`src/rtl/pattern_serializer.sv`:
```
`default_nettype none
// ==========================================================================
// pattern_serializer - MSB-first pattern transmitter with golden 01[0*]1 counter
// Optional macro: SERIALIZER_REPEAT_EN adds repeat_en (continuous replay). Rev 1.0
// ==========================================================================
module pattern_serializer #(
    parameter int WIDTH = 24,
    parameter int LEN_W = 5
) (
    input  logic             clk,
    input  logic             rst,
    input  logic             ena,
    input  logic             load,
`ifdef SERIALIZER_REPEAT_EN
    input  logic             repeat_en,
`endif
    input  logic [WIDTH-1:0] pattern_in,
    input  logic [LEN_W-1:0] length_in,
    output logic             sig_out,
    output logic             busy,
    output logic             done,
    output logic [6:0]       exp_count,
    output logic [6:0]       disp0,
    output logic [6:0]       disp1
);

    typedef enum logic [1:0] {
        IDLE = 2'd0,
        SEND = 2'd1,
        DONE = 2'd2
    } state_t;

    typedef enum logic [1:0] {
        DET_S0 = 2'd0,
        DET_S1 = 2'd1,
        DET_S2 = 2'd2
    } det_t;

    localparam logic [LEN_W:0] MAX_LEN = (LEN_W+1)'(WIDTH);
    localparam logic [6:0]     SEG_ZERO = 7'b1000000;

    state_t           state;
    det_t             det;
    logic [WIDTH-1:0] shift_q;
    logic [LEN_W-1:0] remain;
    logic [3:0]       ones;
    logic [3:0]       tens;
`ifdef SERIALIZER_REPEAT_EN
    logic [WIDTH-1:0] pat_q;
    logic [LEN_W-1:0] len_q;
`endif

    logic       len_ok;
    logic       retire;
    logic       hit;
    logic       last_bit;
    logic [6:0] count_nxt;
    logic [3:0] ones_nxt;
    logic [3:0] tens_nxt;

    function automatic logic [6:0] seg7(input logic [3:0] d);
        case (d)
            4'd0:    seg7 = 7'b1000000;
            4'd1:    seg7 = 7'b1111001;
            4'd2:    seg7 = 7'b0100100;
            4'd3:    seg7 = 7'b0110000;
            4'd4:    seg7 = 7'b0011001;
            4'd5:    seg7 = 7'b0010010;
            4'd6:    seg7 = 7'b0000010;
            4'd7:    seg7 = 7'b1111000;
            4'd8:    seg7 = 7'b0000000;
            4'd9:    seg7 = 7'b0010000;
            default: seg7 = 7'b1111111;
        endcase
    endfunction

    // The bit on sig_out retires at an enabled edge in SEND; the detector eats it then.
    always_comb begin
        len_ok    = (length_in != '0) && ({1'b0, length_in} <= MAX_LEN);
        retire    = (state == SEND) && ena;
        hit       = retire && (det == DET_S2) && sig_out;
        last_bit  = (remain == LEN_W'(1));
        count_nxt = exp_count;
        ones_nxt  = ones;
        tens_nxt  = tens;
        if (hit && (exp_count != 7'd99)) begin
            count_nxt = exp_count + 7'd1;
            if (ones == 4'd9) begin
                ones_nxt = 4'd0;
                tens_nxt = tens + 4'd1;
            end else begin
                ones_nxt = ones + 4'd1;
            end
        end
    end

    always_ff @(posedge clk) begin
        if (rst) begin
            state     <= IDLE;
            det       <= DET_S0;
            shift_q   <= '0;
            remain    <= '0;
            sig_out   <= 1'b0;
            busy      <= 1'b0;
            done      <= 1'b0;
            exp_count <= 7'd0;
            ones      <= 4'd0;
            tens      <= 4'd0;
            disp0     <= SEG_ZERO;
            disp1     <= SEG_ZERO;
`ifdef SERIALIZER_REPEAT_EN
            pat_q     <= '0;
            len_q     <= '0;
`endif
        end else begin
            exp_count <= count_nxt;
            ones      <= ones_nxt;
            tens      <= tens_nxt;
            disp0     <= seg7(ones_nxt);
            disp1     <= seg7(tens_nxt);

            if (retire) begin
                case (det)
                    DET_S0:  if (!sig_out) det <= DET_S1;
                    DET_S1:  if (sig_out)  det <= DET_S2;
                    DET_S2:  if (sig_out)  det <= DET_S0;
                    default: det <= DET_S0;
                endcase
            end

            case (state)
                IDLE: begin
                    sig_out <= 1'b0;
                    busy    <= 1'b0;
                    done    <= 1'b0;
                    if (load && len_ok) begin
                        state   <= SEND;
                        busy    <= 1'b1;
                        shift_q <= pattern_in;
                        remain  <= length_in;
                        sig_out <= pattern_in[WIDTH-1];
                        det     <= DET_S0;
`ifdef SERIALIZER_REPEAT_EN
                        pat_q   <= pattern_in;
                        len_q   <= length_in;
`endif
                    end
                end
                SEND: begin
                    if (ena) begin
                        if (last_bit) begin
`ifdef SERIALIZER_REPEAT_EN
                            // Replay without a gap; detector state carries over.
                            if (repeat_en) begin
                                shift_q <= pat_q;
                                remain  <= len_q;
                                sig_out <= pat_q[WIDTH-1];
                            end else
`endif
                            begin
                                state   <= DONE;
                                busy    <= 1'b0;
                                done    <= 1'b1;
                                sig_out <= 1'b0;
                            end
                        end else begin
                            shift_q <= shift_q << 1;
                            sig_out <= shift_q[WIDTH-2];
                            remain  <= remain - LEN_W'(1);
                        end
                    end
                end
                DONE: begin
                    state   <= IDLE;
                    done    <= 1'b0;
                    busy    <= 1'b0;
                    sig_out <= 1'b0;
                end
                default: begin
                    state   <= IDLE;
                    done    <= 1'b0;
                    busy    <= 1'b0;
                    sig_out <= 1'b0;
                end
            endcase
        end
    end

endmodule
`default_nettype wire

```
`config.mk`:
```
export PLATFORM = sky130hd
export DESIGN_NAME = pattern_serializer
export DESIGN_NICKNAME = d
export VERILOG_FILES = /design/src/rtl/pattern_serializer.sv
export SDC_FILE = /design/constraint.sdc
export NUM_CORES = 1
export LEC_CHECK = 0
export CAP_MARGIN = 10
export CORE_MARGIN = 5
export CORE_UTILIZATION = 33
export DETAILED_ROUTE_END_ITERATION = 7
export PLACE_DENSITY = 0.54
export SLEW_MARGIN = 20
export SYNTH_ARGS = -nofsm -noshare
export SYNTH_HDL_FRONTEND = slang
export SYNTH_SLANG_ARGS = --single-unit
```
`constraint.sdc`:
```
create_clock -name clk -period 3.39 [get_ports clk]
set_input_delay 0.8475 -clock clk [delete_from_list [all_inputs] [get_ports clk]]
set_output_delay 0.8475 -clock clk [all_outputs]
set_load 0.01 [all_outputs]
```
-- After elaboration in Yosys (flattened, before gate mapping)
Memory sizes are Yosys's and may differ from the RTL's. A register that Yosys moved wholly into a read port is not among the register bits.
Index checks and enable logic that the tools add are counted.
- bits in registers: 50
- input bits: 33
- bits in read-only memories: 224
- memories: 2
- magnitude comparators: 1
- bitwise operators: 1
- mux-type cells: 31
- eq/ne operators: 10
- reduce and logical (&&, ||, !) cells: 15
- add/sub/neg operators: 4
- memory list (name ; depth ; width ; rd ports ; clocked after memory_dff ; wr ports ; line ; text):
    (no name shown) ; 16 ; 7 ; 1 ; 1 ; 0 ; 62 ; case (d)
    (no name shown) ; 16 ; 7 ; 1 ; 1 ; 0 ; 62 ;
- operators by type and width (kind ; number):
    2-to-1 mux 23 bit ; 3
    case mux 23 bit (2 select lines) ; 1
    2-to-1 mux 2 bit ; 9
    2-to-1 mux 4 bit ; 4
    2-to-1 mux 5 bit ; 3
    case mux 5 bit (2 select lines) ; 1
    adder 4 x 1 -> 4 bit, second input constant ; 2
    inequality test 2 bit, second input constant ; 4
    adder 7 x 1 -> 7 bit, second input constant ; 1
    inequality test 7 bit, second input constant ; 1
    logical AND 1 bit ; 6
    2-to-1 mux 1 bit ; 6
    case mux 2 bit (3 select lines) ; 1
    == test 5 x 1 -> 1 bit, second input constant ; 1
    <= comparator 5 bit, second input constant ; 1
    nonzero test 5 bit ; 1
    subtractor 5 x 1 -> 5 bit, second input constant ; 1
    == test 2 x 1 -> 1 bit, second input constant ; 2
    == test 4 bit, second input constant ; 1
    zero test 2 bit ; 2
    case mux 1 bit (2 select lines) ; 2
    case mux 2 bit (2 select lines) ; 1
    AND reduction 2 bit ; 2
    AND reduction 4 bit ; 1
    5 further kinds ; 5

-- Longest topological paths before layout
Gate-level depths: netlist of run 1.
- depth in word-level cells: 6
- depth in mapped cells: 12

-- Worst setup path before layout of run 1
No wires, ideal clock.
- path kind: input port to flip-flop
- from: input port ena
- to: register disp0[6]
- setup time: 120 ps
- arrival: 2775 ps
- data required time: 3270 ps
- path buffers: 2
- setup slack: 495 ps
- cell stages on the path: 12
- cells stage by stage: buf_2 -> and4b_2 -> o211a_1 -> buf_4 -> nand2_2 -> nor3_1 -> a21oi_1 -> inv_1 -> ha_1 -> o21bai_1 -> a211o_1 -> o31a_1
- word-level cells in the longest chain between the ends: 5
- RTL lines (element ; line ; text):
    start: declaration ; 12 ; input logic ena,
    logical AND 1 bit ; 80 ; retire = (state == SEND) && ena;
    logical AND 1 bit (2 in a row) ; 81 ; hit = retire && (det == DET_S2) && sig_out;
    logical AND 1 bit ; 86 ; if (hit && (exp_count != 7'd99)) begin
    2-to-1 mux 4 bit ; 86 ;
    named net ones_nxt[1] ; 58 ; logic [3:0] ones_nxt;
    end: declaration ; 23 ; output logic [6:0] disp0,
The timed path passes the listed nets, and every way through them passes these cells.
A chain may end at the register's enable or synchronous reset.

-- Worst setup path in the final report of run 1
- from: input port ena
- to: register disp1[6]
- word-level cells in the longest chain between the ends: 5
- RTL lines (element ; line ; text):
    logical AND 1 bit ; 80 ;
    logical AND 1 bit (2 in a row) ; 81 ;
    logical AND 1 bit ; 86 ;
    2-to-1 mux 4 bit ; 86 ;
    named net tens_nxt[1] ; 59 ; logic [3:0] tens_nxt;
    end: declaration ; 24 ; output logic [6:0] disp1
The timed path passes the listed nets, and every way through them passes these cells.

==> impl_metrics.yaml, run 1 <==
worst_setup_path:
  rr_worst_depth: 11
  slowest_delay_ps: 480
  crit_path_start: "ena"
  cpMaxStageDelayCell: "clkdlybuf4s50_1"
  path_cells: "clkdlybuf4s50_1 -> and4b_2 -> o211a_1 -> nand3_2 -> mux2i_1 -> inv_1 -> ha_1 -> a21boi_0 -> o311a_1 -> o211ai_1"
  timing.rr.start: "exp_count[0]$_SDFFE_PP0N_"
  worstReg2RegEnd: "disp0[6]$_SDFF_PP1_"
  critical_path_class: "input port to flop"
  cp_max_fo: 7
  crit_path_start_kind: "input port"
  cp.arrival_ps: 3160
  endpoint: "disp1[6]$_SDFF_PP1_"
  worst-r2r-setup-slack_ps: 800
  path_depth: 10
  path_buf_inv: 2
  worst_setup_path_end_kind: "flop"
  cp.required_ps: 3570
  path_delay_family: "compound AO/OA/AOI/OAI gates"
power_and_ir_drop:
  leakage_nw: 1.569
  power_w: 0.001706
  peakVddDrop_mv: 0.2029
  p_per_area_nw_per_um2: 409.2
timing:
  finalHoldViolCount: 0
  timing.final.crit_share: 0.8787
  fin_tns_setup_ps: 0
  tightest_slew_ps: 697.9
  fmax_ghz: 0.3357
  setup-violations-final: 0
  rsz0062_at_grt: "no"
  skew_ps: 10.53
  slew_viol_final: 0
  hold_ws_ps: 478.2
  setup_slack_ps: 411.3
  max_slew_margin: 0.5282
  min_period_ps: 2979
route:
  drc_errors: 0
  wl_per_cell_um: 12.97
  vias: 2917
  dr.pass1.iters: 4
  drt-total-wl_mm: 7.564
  vias_per_cell: 5.003
  drtIter0Drc: 126
  ant_nets: 0
layout:
  antennaDiodeCount: 0
  post-route-util: 0.4285
  area_growth_syn_to_layout_pct: 26.84
  layout.nets: 494
  layout-drive-gt1-share: 0.08222
synthesis:
  yosysWarnings: 0
  async_flop_share: 0
  ys_seq_elements: 64
  avgSynthCellArea_sq_um: 8.300
  synth_area_leaders: "dfxtp_1, nand2_1, a311oi_1"
  synth_edf_count: 0
  synth_top_area_frac: 0.3898
  yosys.area.top_type: "dfxtp_1"
  synth.distinct_cells: 64
  synth_commonest_cells: "dfxtp_1, nand2_1, nor2_1"
  synth_seq_area_share: 0.3898
  synth_nets: 443
  synth-main-ff-cell: "dfxtp_1"
  netlist_instances: 396
  synth.cell_area_sq_um: 3287
clock_network:
  cts.clk_slew.worst_paths_ps: 70
  htree_levels: 3
  clock-sinks: 64
  cts_tree: "built"
  post-cts-setup-buffers: 0
  ctsResizeCount: 0
  clock_latency_ps: 330
  cts_buffers: 9
  root_buffer: "clkbuf_8"
  postCtsHoldBufs: 0
  cts_buffer_depth: 2
placed_design:
  hpwl_mm: 5.351
  dp_slack_ps: 83.86
  io_buffers: 56
  place_congestion: 0.8322
floorplanning:
  die_x_um: 109.8
  die-height_um: 109.8
  rows: 36
  num_io_pins: 57
  start_util: 0.3378
  fp.dieArea_sq_um: 12060
  core_sq_um: 9729
global_route:
  grt_pass1_vias: 2755
  grt_pass1_wl_mm: 12.89
  track_usage: 0.1328
  antenna_found_initial: 0
  grt_max_degree: 47
  overflow: 0
run_status:
  outcome: "completed"
flow_run:
  max_cap_viol_count: 0
worst_hold_path:
  hold_path_class: "flop to flop"
metrics by stage:
step	instances	area [sq um]
5_1_grt	583	4169
3_5_place_dp	569	3975
4_1_cts	583	4169
2_1_floorplan	396	3287
6_report	583	4169
3_3_place_gp	569	3975
worst min-delay path by stage:
| stage | to | cells after the start | slack (ps) | from |
|---|---|---|---|---|
| after global routing | shift_q[5]$_SDFFE_PP0P_ | 2 | 510 | shift_q[4]$_SDFFE_PP0P_ |
| after floorplan | remain[4]$_SDFFE_PP0P_ | 2 | 450 | remain[4]$_SDFFE_PP0P_ |
| final | shift_q[8]$_SDFFE_PP0P_ | 2 | 480 | shift_q[7]$_SDFFE_PP0P_ |
| after detailed placement | remain[4]$_SDFFE_PP0P_ | 2 | 470 | remain[4]$_SDFFE_PP0P_ |
| after CTS | shift_q[3]$_SDFFE_PP0P_ | 2 | 480 | shift_q[2]$_SDFFE_PP0P_ |
| after global placement | shift_q[6]$_SDFFE_PP0P_ | 2 | 460 | shift_q[5]$_SDFFE_PP0P_ |
worst register-to-register path: stages, from the launching register on:
cell	delay (ps)
dfxtp_1	400
ha_1	220
nand4bb_1	210
o211a_1	390
nand2_2	180
nor3_1	70
a21oi_1	180
inv_1	90
ha_1	190
o21bai_1	150
a211o_1	310
o31a_1	100
layout make-up:
type                       count  area, sq um
clock buffer                  11        151.4
clock inverter                 3        42.54
fill                         993         5560
inverter                      14        52.55
multi-input combinational    292         1844
sequential                    64         1281
tap                          133        166.4
timing repair buffer          66        630.6
state kept, by name, summed over array words and instances (netlist names):
| signal | flops |
|---|---|
| busy | 1 |
| det | 2 |
| disp0 | 7 |
| disp1 | 7 |
| done | 1 |
| exp_count | 7 |
| ones | 4 |
| remain | 5 |
| shift_q | 23 |
| sig_out | 1 |
| state | 2 |
| tens | 4 |
layer usage:
layer / track usage / share of wire / up-vias
met2: 0.2071 / 0.47 / 62
met1: 0.1776 / 0.48 / 1346
met4: 0.04630 / 0.013 / 0
met3: 0.03347 / 0.034 / 8
li1: - / - / 1501
met5: 0 / 0 / -
logic make-up after synthesis:
kind of cell,share of synthesized area
XOR/XNOR,0.04035
AO/OA/AOI/OAI,0.2071
adder cells (fa/ha/maj),0.05329
flip-flops,0.3898
multiplexers,0.02170
AND/OR/NAND/NOR,0.2379
buffers and inverters,0.04986
report_power, final:
| part | internal (W) | switching [W] |
|---|---|---|
| combinational | 0.0000992 | 0.000122 |
| sequential | 0.000796 | 0.0000274 |
| clock | 0.000371 | 0.000291 |
| total | 0.00127 | 0.000440 |
cells in the final DEF, fill, tap and decap left out, drive strengths merged, types with 7 or more instances in the layout:
cell / netlist / routed
a21oi: 22 / 22
a311oi: 22 / 22
buf: 9 / 11
clkbuf: 17 / 11
clkdlybuf4s50: 0 / 55
dfxtp: 64 / 64
ha: 14 / 14
inv: 14 / 14
nand2: 65 / 65
nor2: 48 / 48
nor3: 14 / 14
o211ai: 7 / 7
o21ai: 13 / 13
xnor2: 7 / 7
Power figures use the tool's default switching activity.
==> run 2, diff against run 1 <==
--- a/config.mk
+++ b/config.mk
@@ -9,7 +9,9 @@
 export CORE_MARGIN = 5
 export CORE_UTILIZATION = 33
 export DETAILED_ROUTE_END_ITERATION = 7
+export MAX_ROUTING_LAYER = met4
 export PLACE_DENSITY = 0.54
+export SKIP_CTS_REPAIR_TIMING = 1
 export SLEW_MARGIN = 20
 export SYNTH_ARGS = -nofsm -noshare
 export SYNTH_HDL_FRONTEND = slang
==> run 2 against run 1 <==
  * Cell count is the same
  * Highest routed layer unchanged
  * Die area is the same
  * Sequential share of layout area is the same
  * Worst setup slack gained 9.8 ps
  * Total power grew 0.19%
  * Register-to-register slack is essentially flat
  * Clock-buffer cell count is the same
  * Sequential power is essentially flat
  * Clock power is essentially flat
  * Final area is the same
  * Non-clock buffer count is the same
  * Largest cell class unchanged
  * Flip-flop and latch count is the same
==> impl_metrics.yaml, run 2 (same netlist as run 1, synthesis figures left out) <==
floorplanning:
  die-height_um: 109.8
  num_io_pins: 57
  die_x_um: 109.8
  core_sq_um: 9729
  fp.dieArea_sq_um: 12060
  rows: 36
  start_util: 0.3378
clock_network:
  clock-sinks: 64
  cts_buffer_depth: 2
  htree_levels: 3
  cts.clk_slew.worst_paths_ps: 70
  cts_buffers: 9
  root_buffer: "clkbuf_8"
  clock_latency_ps: 340
  cts_tree: "built"
placed_design:
  dp_cells: 569
  place_congestion: 0.8450
  io_buffers: 56
  hpwl_mm: 5.351
timing:
  max_slew_margin: 0.5264
  rsz0062_at_grt: "no"
  tightest_slew_ps: 700.5
  skew_ps: 11.06
  setup-violations-final: 0
  slew_viol_final: 0
  finalHoldViolCount: 0
  min_period_ps: 2969
  fin_tns_setup_ps: 0
  timing.final.crit_share: 0.8758
  fmax_ghz: 0.3368
route:
  drc_errors: 0
  drtIter0Drc: 131
  vias_per_cell: 5.024
  ant_nets: 0
  vias: 2929
  wl_per_cell_um: 12.99
  drt-total-wl_mm: 7.572
  dr.pass1.iters: 4
worst_setup_path:
  crit_path_start: "ena"
  worst_setup_path_end_kind: "flop"
  crit_path_start_kind: "input port"
  critical_path_class: "input port to flop"
  cp.arrival_ps: 3160
  cp_max_fo: 7
  timing.rr.start: "exp_count[0]$_SDFFE_PP0N_"
  cp.required_ps: 3580
layout:
  largest_reg_flops: 23
  layout-drive-gt1-share: 0.08222
  area_growth_syn_to_layout_pct: 26.84
  layout.nets: 494
  antennaDiodeCount: 0
  largest_register: "shift_q"
  fin_cells: 583
  layout_common_cells: "nand2_1, dfxtp_1, clkdlybuf4s50_1"
power_and_ir_drop:
  power_w: 0.001709
  p_per_area_nw_per_um2: 409.9
  leakage_nw: 1.569
  peakVddDrop_mv: 0.2040
global_route:
  antenna_found_initial: 0
  grt_pass1_vias: 2761
  grt_max_degree: 47
  grt_pass1_wl_mm: 12.87
  track_usage: 0.1362
  overflow: 0
run_status:
  outcome: "completed"
worst_hold_path:
  hold_path_class: "flop to flop"
  worstHoldStart: "shift_q[4]$_SDFFE_PP0P_"
flow_run:
  max_cap_viol_count: 0
-- run 2: final cells by class --
type,count,area [sq um]
inverters,14,52.55
repair buffers,66,630.6
fillers,993,5560
clock inverters,3,42.54
clock buffers,11,151.4
well taps,133,166.4
flip-flops and latches,64,1281
multi-input cells,292,1844
-- run 2: final timing paths --
path                                           endpoint  slack [ps]  cells past startpoint
worst max-delay path                disp1[6]$_SDFF_PP1_         420                     10
worst min-delay path            shift_q[5]$_SDFFE_PP0P_         480                      2
worst max register to register      disp0[6]$_SDFF_PP1_         800                     11
worst min register to register  shift_q[5]$_SDFFE_PP0P_         480                      2
-- run 2: power breakdown --
| part | internal [W] | switching (W) | leakage [nW] |
|---|---|---|---|
| combinational | 0.0000992 | 0.000122 | 0.950 |
| sequential | 0.000796 | 0.0000276 | 0.522 |
| clock | 0.000371 | 0.000294 | 0.0973 |
-- run 2: layer usage --
| layer | vias to the layer above | global-route usage | part of all wire |
|---|---|---|---|
| li1 | 1500 | - | - |
| met1 | 1365 | 0.1780 | 0.49 |
| met2 | 56 | 0.2075 | 0.47 |
| met3 | 8 | 0.03053 | 0.032 |
| met4 | 0 | 0.04630 | 0.013 |
| met5 | - | - | 0 |
-- run 2: stage by stage --
stage | setup WS (ps) | hold slack (ps) | utilization | cell area, sq um
after floorplan | 495.0 | 452.4 | - | 3287
after global placement | 112.9 | 461.1 | 0.4086 | 3975
after detailed placement | 83.86 | 468.3 | 0.4086 | 3975
after CTS | 436.0 | 477.9 | 0.4285 | 4169
after global routing | 266.3 | 507.0 | 0.4285 | 4169
final | 421.0 | 477.4 | 0.4285 | 4169
-- run 2: worst max-delay path, cell delays in order --
cell and delay [ps]:
clkdlybuf4s50_1 480, and4b_2 290, o211a_1 340, nand3_2 190, mux2i_1 240, inv_1 100
ha_1 200, a21boi_0 180, o311a_1 190, o211ai_1 80
